--- src/rtl/bus_master_pkg.sv ---
// Shared definitions for the bus_master initiator: FSM state encoding,
// bus-level polarity constants, default abort limit and a lane-mask helper.
package bus_master_pkg;

  typedef enum logic [1:0] {
    ST_IDLE    = 2'd0,
    ST_SETUP   = 2'd1,
    ST_STROBE  = 2'd2,
    ST_RECOVER = 2'd3
  } state_t;

  localparam logic RW_READ    = 1'b1;
  localparam logic RW_WRITE   = 1'b0;
  localparam logic STROBE_ON  = 1'b0;
  localparam logic STROBE_OFF = 1'b1;

  localparam int TIMEOUT_CYCLES_DEF = 255;

  // Zero the byte lanes whose enable is clear.
  function automatic logic [15:0] lane_mask(input logic [15:0] d, input logic [1:0] be);
    return d & {{8{be[1]}}, {8{be[0]}}};
  endfunction

endpackage

--- src/rtl/bus_master_timeout.sv ---
// STROBE-phase abort timer: down-counter loaded with the limit minus one,
// decremented on each waited cycle; tc flags the last allowed wait cycle.
module bus_master_timeout #(
  parameter int              CNT_W = 8,
  parameter logic [CNT_W-1:0] LOAD = '1
) (
  input  logic clk,
  input  logic reset_n,
  input  logic load,
  input  logic en,
  output logic tc
);

  logic [CNT_W-1:0] cnt;

  // Reload before each STROBE phase, count down while the responder stalls.
  always_ff @(posedge clk) begin
    if (!reset_n)            cnt <= '0;
    else if (load)           cnt <= LOAD;
    else if (en && cnt != 0) cnt <= cnt - 1'b1;
  end

  assign tc = (cnt == '0);

endmodule

--- src/rtl/bus_master.sv ---
// 68000-style bus initiator: turns valid/ready requests into
// SETUP / STROBE / RECOVER bus cycles and returns a one-cycle response.
// Optional build macro BUS_TIMEOUT_EN adds a STROBE abort after
// TIMEOUT_CYCLES cycles without ack.
//
//   state      | meaning
//   -----------+---------------------------------------------------------
//   ST_IDLE    | ready for a request; be==0 requests are answered here
//   ST_SETUP   | addr/rw/data_write valid, strobes still high
//   ST_STROBE  | strobes asserted, waiting for ack low (or timeout)
//   ST_RECOVER | strobes and rw released for one cycle before IDLE
module bus_master
  import bus_master_pkg::*;
#(
  parameter int ADDR_W         = 24,
  parameter int TIMEOUT_CYCLES = TIMEOUT_CYCLES_DEF
) (
  input  logic              clk,
  input  logic              reset_n,
  input  logic              req_valid,
  output logic              req_ready,
  input  logic [ADDR_W-1:0] req_addr,
  input  logic              req_we,
  input  logic [1:0]        req_be,
  input  logic [15:0]       req_wdata,
  output logic              rsp_valid,
  output logic [15:0]       rsp_rdata,
  output logic              rsp_err,
  output logic              busy,
  output logic [ADDR_W-1:0] addr,
  output logic [15:0]       data_write,
  input  logic [15:0]       data_read,
  output logic              uds,
  output logic              lds,
  output logic              rw,
  input  logic              ack
);

  state_t     state, state_nxt;
  logic [1:0] be_q;
  logic       we_q;
  logic       hs;
  logic       timed_out;
  logic       unused_addr0;

  assign hs           = req_valid && (state == ST_IDLE);
  assign req_ready    = (state == ST_IDLE);
  assign unused_addr0 = req_addr[0];

`ifdef BUS_TIMEOUT_EN
  localparam int TO_W = ($clog2(TIMEOUT_CYCLES) < 8) ? 8 : $clog2(TIMEOUT_CYCLES);
  logic to_tc;

  bus_master_timeout #(
    .CNT_W (TO_W),
    .LOAD  (TO_W'(TIMEOUT_CYCLES - 1))
  ) u_timeout (
    .clk     (clk),
    .reset_n (reset_n),
    .load    (state == ST_SETUP),
    .en      ((state == ST_STROBE) && ack),
    .tc      (to_tc)
  );

  // ack low in the terminal cycle still wins, so abort needs ack high.
  assign timed_out = (state == ST_STROBE) && ack && to_tc;
`else
  localparam int unused_timeout_cycles = TIMEOUT_CYCLES;
  assign timed_out = 1'b0;
`endif

  // State register.
  always_ff @(posedge clk) begin
    if (!reset_n) state <= ST_IDLE;
    else          state <= state_nxt;
  end

  // Next-state decode.
  always_comb begin
    state_nxt = state;
    case (state)
      ST_IDLE:    if (hs && req_be != 2'b00) state_nxt = ST_SETUP;
      ST_SETUP:   state_nxt = ST_STROBE;
      ST_STROBE:  if (!ack || timed_out) state_nxt = ST_RECOVER;
      ST_RECOVER: state_nxt = ST_IDLE;
      default:    state_nxt = ST_IDLE;
    endcase
  end

  // Registered bus drive, request latch and response generation.
  always_ff @(posedge clk) begin
    if (!reset_n) begin
      addr       <= '0;
      data_write <= '0;
      uds        <= STROBE_OFF;
      lds        <= STROBE_OFF;
      rw         <= RW_READ;
      rsp_valid  <= 1'b0;
      rsp_rdata  <= '0;
      rsp_err    <= 1'b0;
      busy       <= 1'b0;
      be_q       <= '0;
      we_q       <= 1'b0;
    end else begin
      rsp_valid <= 1'b0;
      busy      <= (state_nxt != ST_IDLE);
      case (state)
        ST_IDLE: begin
          if (hs) begin
            if (req_be == 2'b00) begin
              rsp_valid <= 1'b1;
              rsp_err   <= 1'b1;
              rsp_rdata <= '0;
            end else begin
              addr       <= {req_addr[ADDR_W-1:1], 1'b0};
              data_write <= req_wdata;
              rw         <= req_we ? RW_WRITE : RW_READ;
              be_q       <= req_be;
              we_q       <= req_we;
            end
          end
        end
        ST_SETUP: begin
          uds <= be_q[1] ? STROBE_ON : STROBE_OFF;
          lds <= be_q[0] ? STROBE_ON : STROBE_OFF;
        end
        ST_STROBE: begin
          if (!ack || timed_out) begin
            uds       <= STROBE_OFF;
            lds       <= STROBE_OFF;
            rw        <= RW_READ;
            rsp_valid <= 1'b1;
            rsp_err   <= ack;
            if (ack)       rsp_rdata <= 16'hFFFF;
            else if (we_q) rsp_rdata <= '0;
            else           rsp_rdata <= lane_mask(data_read, be_q);
          end
        end
        default: ;
      endcase
    end
  end

endmodule

--- config.mk ---
export PLATFORM = sky130hd
export DESIGN_NAME = bus_master
export DESIGN_NICKNAME = d
export VERILOG_FILES = /design/src/rtl/bus_master_pkg.sv /design/src/rtl/bus_master_timeout.sv /design/src/rtl/bus_master.sv
export SDC_FILE = /design/constraint.sdc
export NUM_CORES = 1
export LEC_CHECK = 0
export ABC_AREA = 0
export CAP_MARGIN = 20
export CORE_ASPECT_RATIO = 1.1
export CORE_MARGIN = 2
export CORE_UTILIZATION = 50
export DETAILED_ROUTE_END_ITERATION = 6
export DONT_BUFFER_PORTS = 1
export HOLD_SLACK_MARGIN = 0.03
export PLACE_DENSITY = 0.74
export SLEW_MARGIN = 15
export SYNTH_ARGS = -nofsm -noshare
export SYNTH_HDL_FRONTEND = slang
export SYNTH_SLANG_ARGS = --single-unit
--- constraint.sdc ---
create_clock -name clk -period 3.4 [get_ports clk]
set_input_delay 1.02 -clock clk [delete_from_list [all_inputs] [get_ports clk]]
set_output_delay 1.02 -clock clk [all_outputs]
set_load 0.03 [all_outputs]
==> results of run 1 <==
==> worst min path at each step <==
stage                         start                    to  slack [ns]  cells past startpoint
2_1_floorplan  be_q[1]$_SDFFE_PN0P_  be_q[1]$_SDFFE_PN0P_        0.44                      2
3_3_place_gp      we_q$_SDFFE_PN0P_     we_q$_SDFFE_PN0P_        0.45                      2
3_5_place_dp   be_q[1]$_SDFFE_PN0P_  be_q[1]$_SDFFE_PN0P_        0.46                      2
4_1_cts        be_q[1]$_SDFFE_PN0P_  be_q[1]$_SDFFE_PN0P_        0.47                      2
5_1_grt           we_q$_SDFFE_PN0P_     we_q$_SDFFE_PN0P_        0.51                      2
6_report       be_q[1]$_SDFFE_PN0P_  be_q[1]$_SDFFE_PN0P_        0.47                      2
==> power by group through the flow <==
stage	sequential (mW)	combinational (mW)	clock (mW)
6_report	1.05	0.413	0.520
5_1_grt	1.06	0.462	0.584
4_1_cts	1.05	0.421	0.545
3_5_place_dp	1.07	0.421	0
3_3_place_gp	1.07	0.412	0
2_1_floorplan	1.05	0.386	0
==> flip-flops by register name, summed over array words and instances, names as in the netlist <==
name / flops
rsp_rdata: 16
uds: 1
data_write: 16
we_q: 1
rsp_err: 1
lds: 1
busy: 1
rw: 1
state: 2
addr: 23
rsp_valid: 1
be_q: 2
==> area by class of cell <==
cell class	count	share of cell area
Inverter	3	0.00405
Timing Repair Buffer	3	0.00810
Tap cell	58	0.0261
Multi-Input combinational cell	210	0.432
Sequential cell	66	0.475
Clock buffer	11	0.0472
Clock inverter	4	0.00720
==> synthesized netlist by cell type <==
cell type	n	area [µm²]
and3b_1	2	17.5
buf_4	1	7.51
a21boi_0	1	7.51
nor2b_1	1	6.26
dfxtp_1	66	1320
nor2_1	1	3.75
and2_1	1	6.26
buf_2	8	40.0
or2_2	1	6.26
o211a_1	1	10.0
o211ai_2	1	12.5
and4b_1	2	20.0
buf_6	1	11.3
a21oi_1	3	15.0
o21ai_1	1	5.00
nor3b_4	1	18.8
inv_1	3	11.3
o31ai_1	1	7.51
ha_1	3	37.5
a21boi_1	41	308
o31a_1	1	8.76
clkbuf_1	11	41.3
o2111a_1	1	11.3
mux2i_1	16	160
nand3_1	2	10.0
o211ai_4	1	21.3
conb_1	1	3.75
or2_1	1	6.26
nand2_1	116	435
o21a_1	4	30.0
o21ai_0	2	10.0
nor3b_1	1	7.51
nor3_1	2	10.0
nand2b_1	1	6.26
==> worst reg2reg max path: cells and delay by family, from the launching register on <==
family,cells,cell delay [ns]
AOI/OAI and AO/OA,1,0.63
muxes,1,0.27
buffers and inverters,2,0.28
adders and majority gates,1,0.50
DFF,1,0.32
==> cells in the final DEF (no fill, tap or decap), types with 2 or more instances in the layout <==
cell	synthesis	layout
nand2_1	116	116
dfxtp_1	66	66
a21boi_1	41	41
mux2i_1	16	16
clkbuf_8	0	9
o21a_1	4	4
clkinv_2	0	4
inv_1	3	3
a21oi_1	3	3
ha_1	3	3
buf_4	1	3
nor3_1	2	2
and4b_1	2	2
and3b_1	2	2
o21ai_0	2	2
nand3_1	2	2
clkbuf_1	11	2
==> cell families after synthesis <==
family	synth area share
buffers and inverters	0.0423
other	0.00142
muxes	0.0608
adders and majority gates	0.0142
AOI/OAI and AO/OA	0.170
and+or+nand+nor	0.210
DFF	0.501
==> through the flow <==
stage	power, mW	area [µm²]	util	hold WS (ns)	worst slack [ns]
after detailed placement	1.49	2630	0.522	0.461	1.29
after global routing	2.10	2780	0.553	0.509	1.07
after global placement	1.48	2630	0.522	0.451	1.34
after CTS	2.02	2780	0.553	0.470	1.12
after floorplan	1.44	2640	-	0.440	1.51
final	1.98	2780	0.553	0.465	1.15
==> layer usage <==
| layer | up-vias | GRT usage | share of wire |
|---|---|---|---|
| met2 | 87 | 0.303 | 0.49 |
| li1 | 966 | - | - |
| met4 | 0 | 0.0944 | 0.013 |
| met1 | 869 | 0.181 | 0.39 |
| met5 | - | 0 | 0 |
| met3 | 6 | 0.0678 | 0.099 |
==> results.yml, run 1 <==
drt:
  drt_wl_total_mm: 5.14
  first_pass_iters: 4
  drc_errors: 0
  ant_nets: 0
  dr_total_vias: 1928
  wl_per_cell_um: 14.5
  vias_per_cell: 5.43
  initialDrtViolationCount: 66
floorplanning:
  dieArea_mm2: 0.00587
  initial_core_util: 0.523
  io_pins: 126
  die_h_um: 80.1
  coreArea_mm2: 0.00503
  die_w_um: 73.2
  rows: 27
setup_path:
  endpoint: "req_ready"
  critPathBufInv: 1
  worstPathCellList: "inv_1, ha_1"
  worstPathArrival_ns: 1.23
  startpoint_type: "flop"
  crit_family: "adder cells"
  ff2ff_setup_slack_ns: 1.32
  slowest_delay_ns: 0.50
  cp_data_required_time_ns: 2.38
  r2r.worst_path.cells: 5
  endpoint_kind: "output pin"
  timing_worst_setup_path_type: "reg2out"
  cp_num_cells: 2
  r2r-start: "state[0]$_SDFF_PN0_"
  timing.rr.end: "rsp_rdata[13]$_SDFFE_PN0P_"
  cp_max_fo: 9
  cpMaxStageDelayCell: "ha_1"
  critical_path.startpoint: "state[0]$_SDFF_PN0_"
logic_synthesis:
  synthesis.area_mm2: 0.00264
  synth_seq_cells: 66
  avgSynthCellArea_um2: 8.78
  synthCells: 300
  synth_warnings: 0
  ys_types: 34
  syn_nets: 366
  synth_seq_area_share: 0.501
cts:
  cts.sinks: 66
  clock_latency_ns: 0.33
  cts_tree: "built"
  cts.clk_slew.worst_paths_ns: 0.06
  post_cts_buffers: 0
  cts_max_level: 3
  post_cts_resized: 0
  cts_root_buf: "clkbuf_8"
  cts_buffers: 9
  cts_hold_buf: 0
  clockBufferDepth: 2
grt:
  grt_usage: 0.176
  grt.overflow.total: 0
  grt_pass1_wl_mm: 7.87
  grt_pass1_vias: 1815
  antenna_found_initial: 0
  grt_max_degree: 69
power:
  seq_power_share: 0.529
  power_density_mw_per_mm2: 712
  p_leak_nw: 1.10
  ir_drop_mv: 0.378
  p_sw_uw: 702
  clock_power_share: 0.263
  p_int_mw: 1.28
  comb_power_share: 0.208
  netSwitchingFraction: 0.354
finish:
  regArea_mm2: 0.00132
  fin_cells: 355
  n_antenna_cell: 0
  fill_cells: 461
  multi_input_comb_area_mm2: 0.00120
  num-nets-final: 359
  area_growth_pct: 5.56
  drive_gt1_frac: 0.0673
placement:
  gp_congestion: 0.706
  place_hpwl_mm: 3.56
  dp_cells: 340
  port_buffers: 0
timing:
  skew_ns: 0.00431
  min_period_ns: 2.25
  rsz0062_at_grt: "false"
  hold_violations: 0
  fmax_ghz: 0.444
  finalSetupTns_ns: 0
  worst_slew_pin_slew_ns: 0.691
  setup_viol: 0
  period_share: 0.662
  relSlewSlack: 0.537
  drv_slew: 0
run_status:
  status: "finished clean"
flow_run:
  max_cap_viol_count: 0
hold_path:
  hold_path_class: "reg2reg"
Power figures use the tool's default switching activity.
==> run 2: changes to the inputs <==
- PLACE_DENSITY: 0.74 -> 0.77
- clock period: 3.4 -> 1.85 ns (I/O delays scaled with it)
==> results.yml, run 2 (synthesis results as in run 1) <==
run_status:
  status: "finished clean"
setup_path:
  timing_worst_setup_path_type: "reg2out"
  startpoint_type: "flop"
  cp_data_required_time_ns: 1.29
  endpoint_kind: "output pin"
  worstPathArrival_ns: 1.18
  cp_max_fo: 4
finish:
  area_growth_pct: 7.98
  regMostFlops: "addr"
  layout_common_cells: "116 x nand2_1, 66 x dfxtp_1, 41 x a21boi_1, 16 x mux2i_1, 10 x clkbuf_8"
  largest_registers: "addr (23), data_write (16), rsp_rdata (16)"
  num-nets-final: 363
  largest_reg_flops: 23
  final_common_cell: "nand2_1"
  n_antenna_cell: 0
  drive_gt1_frac: 0.0795
timing:
  relSlewSlack: 0.541
  period_share: 0.936
  fmax_ghz: 0.577
  finalSetupTns_ns: 0
  drv_slew: 0
  rsz0062_at_grt: "false"
  min_period_ns: 1.73
  skew_ns: 0.00672
  worst_slew_pin_slew_ns: 0.685
  fin_ws_ns: 0.118
  setup_viol: 0
  hold_violations: 0
cts:
  cts_hold_buf: 0
  cts_max_level: 3
  cts.clk_slew.worst_paths_ns: 0.07
  cts_root_buf: "clkbuf_8"
  clock_latency_ns: 0.33
  post_cts_resized: 0
  cts.sinks: 66
  clockBufferDepth: 2
  cts_tree: "built"
  post_cts_buffers: 0
  cts_buffers: 9
power:
  clock_power_share: 0.268
  p_total_mw: 3.78
  netSwitchingFraction: 0.350
  comb_power_share: 0.222
  ir_drop_mv: 0.645
  seq_power_share: 0.509
  p_sw_mw: 1.32
  p_int_mw: 2.45
  power_density_mw_per_mm2: 1330
  p_leak_nw: 1.13
grt:
  grt_pass1_wl_mm: 8.26
  grt_usage: 0.184
  grt_max_degree: 69
  antenna_found_initial: 0
  grt.overflow.total: 0
  grt_pass1_vias: 1929
placement:
  port_buffers: 0
  gp_congestion: 0.811
  dp_slack_ns: 0.155
  place_hpwl_mm: 3.66
drt:
  initialDrtViolationCount: 84
  drc_errors: 0
  first_pass_iters: 4
  wl_per_cell_um: 14.4
  vias_per_cell: 5.50
  dr_total_vias: 1980
  ant_nets: 0
  drt_wl_total_mm: 5.20
hold_path:
  hold_path_class: "in2reg"
floorplanning:
  coreArea_mm2: 0.00503
  initial_core_util: 0.523
  io_pins: 126
  dieArea_mm2: 0.00587
  die_w_um: 73.2
  die_h_um: 80.1
  rows: 27
flow_run:
  max_cap_viol_count: 0
## run 2: changes by cell type in the layout (fill, tap and decap cells not counted)
cell and delta:
buf_4 +3, buf_12 +1, clkbuf_1 +1, clkbuf_8 +1, clkinv_2 -1, o211ai_2 -1
o211ai_4 +1
## run 2: layout make-up
type / count / area (µm²)
Clock buffer: 13 / 149
Clock inverter: 3 / 15.0
Fill cell: 455 / 2190
Inverter: 3 / 11.3
Multi-Input combinational cell: 210 / 1210
Sequential cell: 66 / 1320
Tap cell: 58 / 72.6
Timing Repair Buffer: 7 / 65.1
## run 2: power by group through the flow
stage	logic, mW	registers, mW	clock network [mW]
6_report	0.840	1.92	1.01
5_1_grt	0.943	1.94	1.11
4_1_cts	0.850	1.93	1.06
3_5_place_dp	0.859	1.96	0
3_3_place_gp	0.827	1.96	0
2_1_floorplan	0.709	1.93	0
## run 2: routing by layer
| layer | track usage | part of all wire | vias to the layer above |
|---|---|---|---|
| met5 | 0 | 0 | - |
| met4 | 0.124 | 0.029 | 0 |
| met3 | 0.0715 | 0.12 | 12 |
| met2 | 0.317 | 0.47 | 98 |
| met1 | 0.179 | 0.38 | 899 |
| li1 | - | - | 971 |
## run 2: worst paths after layout
check                       startpoint                         end  slack [ns]  depth (start not counted)
setup / recovery   state[0]$_SDFF_PN0_                   req_ready        0.12                          3
hold / removal                 reset_n             rw$_SDFFE_PN1P_        0.30                          1
hold reg to reg   be_q[1]$_SDFFE_PN0P_        be_q[1]$_SDFFE_PN0P_        0.47                          2
setup reg to reg   state[0]$_SDFF_PN0_  rsp_rdata[14]$_SDFFE_PN0P_        0.18                          5
## run 2: worst max-delay path, cell delays in order (launching register included)
cell and delay (ns):
dfxtp_1 0.35, inv_1 0.07, ha_1 0.24, buf_4 0.18
## run 2: metrics by stage
step	hold slack [ns]	utilization	std cells	area [µm²]
3_3_place_gp	0.458	0.533	344	2680
3_5_place_dp	0.462	0.533	344	2680
5_1_grt	0.280	0.565	360	2850
6_report	0.297	0.565	360	2850
2_1_floorplan	0.440	-	300	2640
4_1_cts	0.279	0.565	360	2850
